<file path="src/rtl/elevator_ctrl.sv">
// Four-floor SCAN elevator controller: latches calls, travels floor to floor on tick strobes, holds the door open.
// Optional emergency stop input is enabled by defining ELEV_ESTOP_EN.
module elevator_ctrl #(
   parameter int unsigned MOVE_TICKS = 4,
   parameter int unsigned DOOR_TICKS = 3
) (
   input  logic       clk,
   input  logic       rst_n,
   input  logic       tick,
   input  logic [3:0] req,
`ifdef ELEV_ESTOP_EN
   input  logic       estop,
`endif
   output logic [1:0] floor,
   output logic       dir_up,
   output logic       moving,
   output logic       door_open,
   output logic [3:0] pending
);

   typedef enum logic [1:0] {
      IDLE = 2'd0,
      MOVE = 2'd1,
      DOOR = 2'd2
   } state_e;

   localparam logic [7:0] MOVE_LAST = 8'(MOVE_TICKS - 1);
   localparam logic [7:0] DOOR_LAST = 8'(DOOR_TICKS - 1);

   state_e     state_q, state_d;
   logic [7:0] cnt_q, cnt_d;
   logic [1:0] floor_q, floor_d;
   logic       dir_q, dir_d;
   logic [3:0] pending_q, pending_d;

   logic       halt;
   logic [3:0] hereMask;
   logic [3:0] aboveMask;
   logic [3:0] belowMask;
   logic [3:0] reqLatch;
   logic [3:0] clearMask;
   logic [1:0] stepFloor;
   logic       callsAhead;
   logic       atEnd;

`ifdef ELEV_ESTOP_EN
   assign halt = estop;
`else
   assign halt = 1'b0;
`endif

   // Floor-relative views of the call register used by the direction and latch logic.
   always_comb begin
      hereMask   = 4'b0001 << floor_q;
      aboveMask  = 4'b1110 << floor_q;
      belowMask  = ~(4'b1111 << floor_q);
      callsAhead = dir_q ? |(pending_q & aboveMask) : |(pending_q & belowMask);
      stepFloor  = dir_q ? floor_q + 2'd1 : floor_q - 2'd1;
      atEnd      = dir_q ? (floor_q == 2'd3) : (floor_q == 2'd0);
      reqLatch   = (state_q == DOOR) ? (req & ~hereMask) : req;
   end

   always_comb begin
      state_d   = state_q;
      cnt_d     = cnt_q;
      floor_d   = floor_q;
      dir_d     = dir_q;
      clearMask = 4'b0000;

      if (!halt) begin
         case (state_q)
            IDLE: begin
               if (pending_q != 4'b0000) begin
                  cnt_d = 8'd0;
                  if (pending_q[floor_q]) begin
                     state_d   = DOOR;
                     clearMask = hereMask;
                  end else begin
                     state_d = MOVE;
                     if (!callsAhead) begin
                        dir_d = ~dir_q;
                     end
                  end
               end
            end

            MOVE: begin
               if (tick) begin
                  if (cnt_q == MOVE_LAST) begin
                     cnt_d = 8'd0;
                     // Direction is frozen while moving; the end-of-shaft guard is purely defensive.
                     if (atEnd) begin
                        state_d = IDLE;
                     end else begin
                        floor_d = stepFloor;
                        if (pending_q[stepFloor]) begin
                           state_d   = DOOR;
                           clearMask = 4'b0001 << stepFloor;
                        end
                     end
                  end else begin
                     cnt_d = cnt_q + 8'd1;
                  end
               end
            end

            DOOR: begin
               if (req[floor_q]) begin
                  cnt_d = 8'd0;
               end else if (tick) begin
                  if (cnt_q == DOOR_LAST) begin
                     state_d = IDLE;
                     cnt_d   = 8'd0;
                  end else begin
                     cnt_d = cnt_q + 8'd1;
                  end
               end
            end

            default: begin
               state_d = IDLE;
               cnt_d   = 8'd0;
            end
         endcase
      end

      pending_d = (pending_q | reqLatch) & ~clearMask;
   end

   always_ff @(posedge clk or negedge rst_n) begin
      if (!rst_n) begin
         state_q   <= IDLE;
         cnt_q     <= 8'd0;
         floor_q   <= 2'd0;
         dir_q     <= 1'b1;
         pending_q <= 4'b0000;
      end else begin
         state_q   <= state_d;
         cnt_q     <= cnt_d;
         floor_q   <= floor_d;
         dir_q     <= dir_d;
         pending_q <= pending_d;
      end
   end

   assign floor     = floor_q;
   assign dir_up    = dir_q;
   assign moving    = (state_q == MOVE);
   assign door_open = (state_q == DOOR);
   assign pending   = pending_q;

endmodule

</file>
<file path="config.mk">
export PLATFORM = sky130hd
export DESIGN_NAME = elevator_ctrl
export DESIGN_NICKNAME = d
export VERILOG_FILES = /design/src/rtl/elevator_ctrl.sv
export SDC_FILE = /design/constraint.sdc
export NUM_CORES = 1
export LEC_CHECK = 0
export ABC_AREA = 1
export BUFFER_PORTS_ARGS = -buffer_cell sky130_fd_sc_hd__buf_2
export CAP_MARGIN = 10
export CORE_UTILIZATION = 46
export DETAILED_ROUTE_END_ITERATION = 12
export PLACE_DENSITY = 0.76
export SETUP_SLACK_MARGIN = 0.4
export SYNTH_ARGS = -nofsm -noshare
export SYNTH_HDL_FRONTEND = slang
export SYNTH_SLANG_ARGS = --single-unit
</file>
<file path="constraint.sdc">
create_clock -name clk -period 3.3 [get_ports clk]
set_clock_uncertainty 0.05 [all_clocks]
set_input_delay 0.66 -clock clk [delete_from_list [all_inputs] [get_ports clk]]
set_output_delay 0.66 -clock clk [all_outputs]
set_load 0.1 [all_outputs]
</file>
# --- Yosys cells after proc, flatten, opt, wreduce, memory -nomap -nowiden ---
# Index checks and enable logic that the tools add are counted.
# W data, S select, Z words.
totals:
  ff_bits: 17
  in_bits: 7
  output_inout_bits: 9
  word_cells: 82
classes:
  addsub: 3
  order_cmp: 2
  n_eq_ne: 13
  shifts: 4
  mux: 34
  bitwise_logic: 12
  reduce_logical: 9
op_table:
  columns: ["op", "n"]
  rows:
  - ["$mux W8", 6]
  - ["$mux W4", 7]
  - ["$pmux W8 S3", 1]
  - ["$mux W2", 10]
  - ["$and A4 B4 Y4", 4]
  - ["$eq A8 B2 Y1 const B", 2]
  - ["$not A4 Y4", 3]
  - ["$add A8 B1 Y8 const B", 1]
  - ["$ne A2 B2 Y1 const B", 4]
  - ["$pmux W4 S2", 1]
  - ["$reduce_and A4 Y1", 2]
  - ["$reduce_or A4 Y1", 2]
  - ["$shl A1 B2 Y4 const A", 2]
  - ["$shl A4 B2 Y4 const A", 2]
  - ["$reduce_and A7 Y1", 1]
  - ["$bmux W1 S2", 3]
  - ["$lt A2 B3 Y1 const B", 2]
  - ["$pmux W2 S3", 1]
  - ["$mux W1", 5]
  - ["$eq A2 B2 Y1 const B", 2]
  - ["$logic_not A2 Y1", 2]
  - ["$ne A2 B1 Y1 const B", 2]
  - ["$not A1 Y1", 4]
  - ["$or A4 B4 Y4", 1]
  - ["7 further kinds", 7]

# --- Logic depth before layout (Yosys ltp) ---
logic_depth:
  ltp_word: 11
  depth_mapped: 14

# --- Least setup slack after synthesis ---
# OpenSTA, ideal clock, no wires.
synth_timing:
  path_type: "register -> register"
  start: "reg floor_q[1], in the netlist floor[1]"
  end: "reg state_q[1]"
  setup_time_ns: 0.116
  t_arrival_ns: 2.236
  path_slack_ns: 0.897
  stages_incl_launch_ff: 14
  path_buffers: 1
  period_less_slack_ns: 2.403
  path_cell_list: "dfrtp_1 buf_6 inv_2 nand2_1 nand2_1 ha_1 a21oi_1 nand2_1 nand2_1 nand2_1 nand2_1 inv_1 nand3_1 nand2_1"
synth_via:
  elab_chain_cells: 6
synth_rtl:
  columns: ["element", "line_no", "source"]
  rows:
  - ["start, declared", "32", "logic [1:0] floor_q, floor_d;"]
  - ["start signal, assigned", "140", "floor_q <= floor_d;"]
  - ["$sub A2 B1 Y2, or another cell as far along", "58", "stepFloor = dir_q ? floor_q + 2'd1 : floor_q - 2'd1;"]
  - ["$mux W2 or $mux W1 (tied branches)", "58, 59", null]
  - ["$bmux W1 S2 or $mux W2 (tied branches)", "96, 92", null]
  - ["$mux W1 (not written as such) or $mux W2 (tied branches)", "96, 89", null]
  - ["$ne A3 B1 Y1 (no line) or $mux W2 (tied branches)", null, null]
  - ["$reduce_and A7 Y1 (no line) or $pmux W2 S3 (tied branches)", null, null]
  - ["end signal, assigned", "138", "state_q <= state_d;"]
  - ["end, declared", "30", "state_e state_q, state_d;"]
# Several ways; a longest one is shown, not always the timed one. The select of a mux whose other input is x is not followed.
# A chain may end at the register's enable or synchronous reset.

# --- Worst setup path after layout ---
layout_timing:
  start: "reg state_q[0]"
  end: "out door_open"
layout_via:
  elab_chain_cells: 1
layout_rtl:
  columns: ["element", "line_no", "source"]
  rows:
  - ["$eq A2 B2 Y1", "149", "assign door_open = (state_q == DOOR);"]
  - ["end, declared", "17", "output logic door_open,"]
# Every way passes these cells.

==> results.yml <==
min_path:
  hp-class: "primary input to asynchronous set/reset pin"
timing:
  rsz0062_at_grt: "no"
  drv_slew: 0
  finalCritPeriodShare_pct: 75.0
  max_freq_ghz: 0.404
  hold_ws_ps: 223
  min_period_ps: 2480
  finalSetupTns_ps: 0
  finalHoldViolCount: 0
  relSlewSlack_pct: 61.5
  tightest_slew_ps: 578
  finalSetupViolations: 0
final_layout:
  fill_cells: 342
  area_growth_pct: 7.59
  fin_nets: 265
  finalNonFillerCells: 294
  num_antenna_cells: 0
  drive_gt1_share_pct: 20.6
placement:
  port_buffers: 15
  dpl.cell_count: 290
  hpwl_um: 2640
  place_congestion: 0.901
clock_network:
  cts.clk_slew.worst_paths_ps: 110
  root_buffer: "clkbuf_4"
  insertion_delay_ps: 290
  post-cts-setup-buffer-count: 0
  hold_buffers: 0
  cts_tree: "yes"
  htree_num_levels: 1
  cts.sinks: 17
  clockBufferDepth: 2
  ctsResizeCount: 0
  numCtsBuffers: 3
critical_path:
  r2r_end: "state_q[1]"
  path_max_fanout: 12
  r2r_slack_ps: 1190
  crit-reg2reg-launch: "floor[1]"
  worst-setup-path-type: "flop to output port"
  rr_worst_depth: 12
  worstPathRequired_ps: 2590
  end_kind: "output port"
  arrival_ps: 1770
  startpoint: "state_q[0]"
  startpoint_type: "flop"
routing:
  via_per_inst: 4.94
  routed_wl_um: 3370
  detail-route-antenna-nets: 0
  drc: 0
  wl_per_cell_um: 11.5
  dr_total_vias: 1452
  first_pass_iters: 4
  first_iter_violations: 104
global_route:
  grt_util_all_layers_pct: 20.2
  grt_pass1_vias: 1246
  grt_pass1_wl_um: 5540
  grt-ovfl-total: 0
  grt_max_degree: 18
  antenna_found_initial: 0
logic_synthesis:
  postSynthCellCount: 233
  ys.flop_type: "dfrtp_1"
  syn-num-nets: 249
  yosysSeqAreaShare_pct: 26.7
  synthesis.area_mm2: 0.00160
  synth_edf_count: 0
  avgSynthCellArea_um2: 6.86
  async_flop_share_pct: 100
  synth_warnings: 0
  synth.distinct_cells: 30
  synth_seq_cells: 17
floorplan:
  die_y_um: 61.0
  rows: 21
  core_mm2: 0.00334
  die-area_mm2: 0.00372
  io_pins: 16
  initial_utilization_pct: 47.9
  die_x_um: 61.0
status:
  status: "complete, no violations"
pwr:
  power.leakage_nw: 0.934
  power_w: 0.000943
  power.density_mw_per_mm2: 548
  ir_drop_mv: 0.413
run:
  maxCapViolCount: 0
==> registers in the layout, indices dropped and copies added, names as in the netlist <==
signal and count:
state_q 2, floor 2, cnt_q 8, pending 4, dir_up 1
==> worst max path at each step <==
stage	slack, ps	end
after global placement	1230	door_open
after detailed placement	1160	door_open
after CTS	820	door_open
after global routing	720	door_open
after floorplan	900	state_q[1]
final	820	door_open
==> through the flow <==
stage          utilization, %  instance area, µm²  setup slack [ps]
6_report                 51.6                1720               824
3_3_place_gp             50.8                1690              1230
4_1_cts                  51.6                1720               821
5_1_grt                  51.6                1720               724
2_1_floorplan               -                1600               897
3_5_place_dp             50.8                1690              1160
==> placed cells by master (no fill, tap or decap), types with 2 or more instances in the layout <==
master,instances
nand3_1,23
clkbuf_4,3
nor2_1,22
inv_2,2
dfrtp_1,16
nand2_1,73
o21bai_1,2
buf_2,15
nand2_2,8
ha_1,9
o21ai_2,5
nor2_2,2
nand4_1,6
nor2_4,4
nand2_4,3
a21oi_1,10
nand3_2,3
inv_1,29
==> cell type report <==
type                            instances  area, µm²  share of cell area (%)
Clock buffer                            4       26.3                    1.53
Inverter                               33        134                    7.78
Multi-Input combinational cell        179       1000                    58.2
Sequential cell                        17        427                    24.8
Tap cell                               46       57.6                    3.35
Timing Repair Buffer                   15       75.1                    4.36
==> critical path, stage by stage (launching register included) <==
cell and delay, ps:
dfrtp_1 420, inv_1 90, ha_1 450, buf_2 510
==> cell families (layout without fill, tap and decap cells) <==
| family | after synthesis | in the layout | synth area share [%] |
|---|---|---|---|
| adders and majority gates | 9 | 9 | 7.04 |
| DFF | 17 | 17 | 26.7 |
| AOI/OAI and AO/OA | 19 | 19 | 7.51 |
| xor gates and xnor gates | 2 | 2 | 1.10 |
| and+or+nand+nor | 149 | 149 | 46.9 |
| buffers and inverters | 37 | 52 | 10.7 |
==> power breakdown <==
group          total [W]  leakage, nW  switching, W  internal [W]
combinational   0.000554        0.706      0.000411      0.000144
sequential      0.000272        0.213     0.0000370      0.000235
clock           0.000116       0.0150     0.0000690     0.0000469
==> layer usage <==
layer	part of all wire [%]	track usage, %
met1	49	28.4
met2	46	32.7
met3	4.9	2.56
met4	0.83	5.52
met5	0	0
==> cell usage after synthesis (3+ instances only) <==
cell type	n	area share, %
nand2_1	73	17
inv_1	29	6.8
nand3_1	23	7.2
nor2_1	22	5.2
dfrtp_1	16	25
a21oi_1	10	3.1
ha_1	9	7.0
nand2_2	8	3.1
nand4_1	6	2.3
o21ai_2	5	2.7
nor2_4	4	2.8
nand2_4	3	2.1
nand3_2	3	1.9
Power figures use the tool's default switching activity.
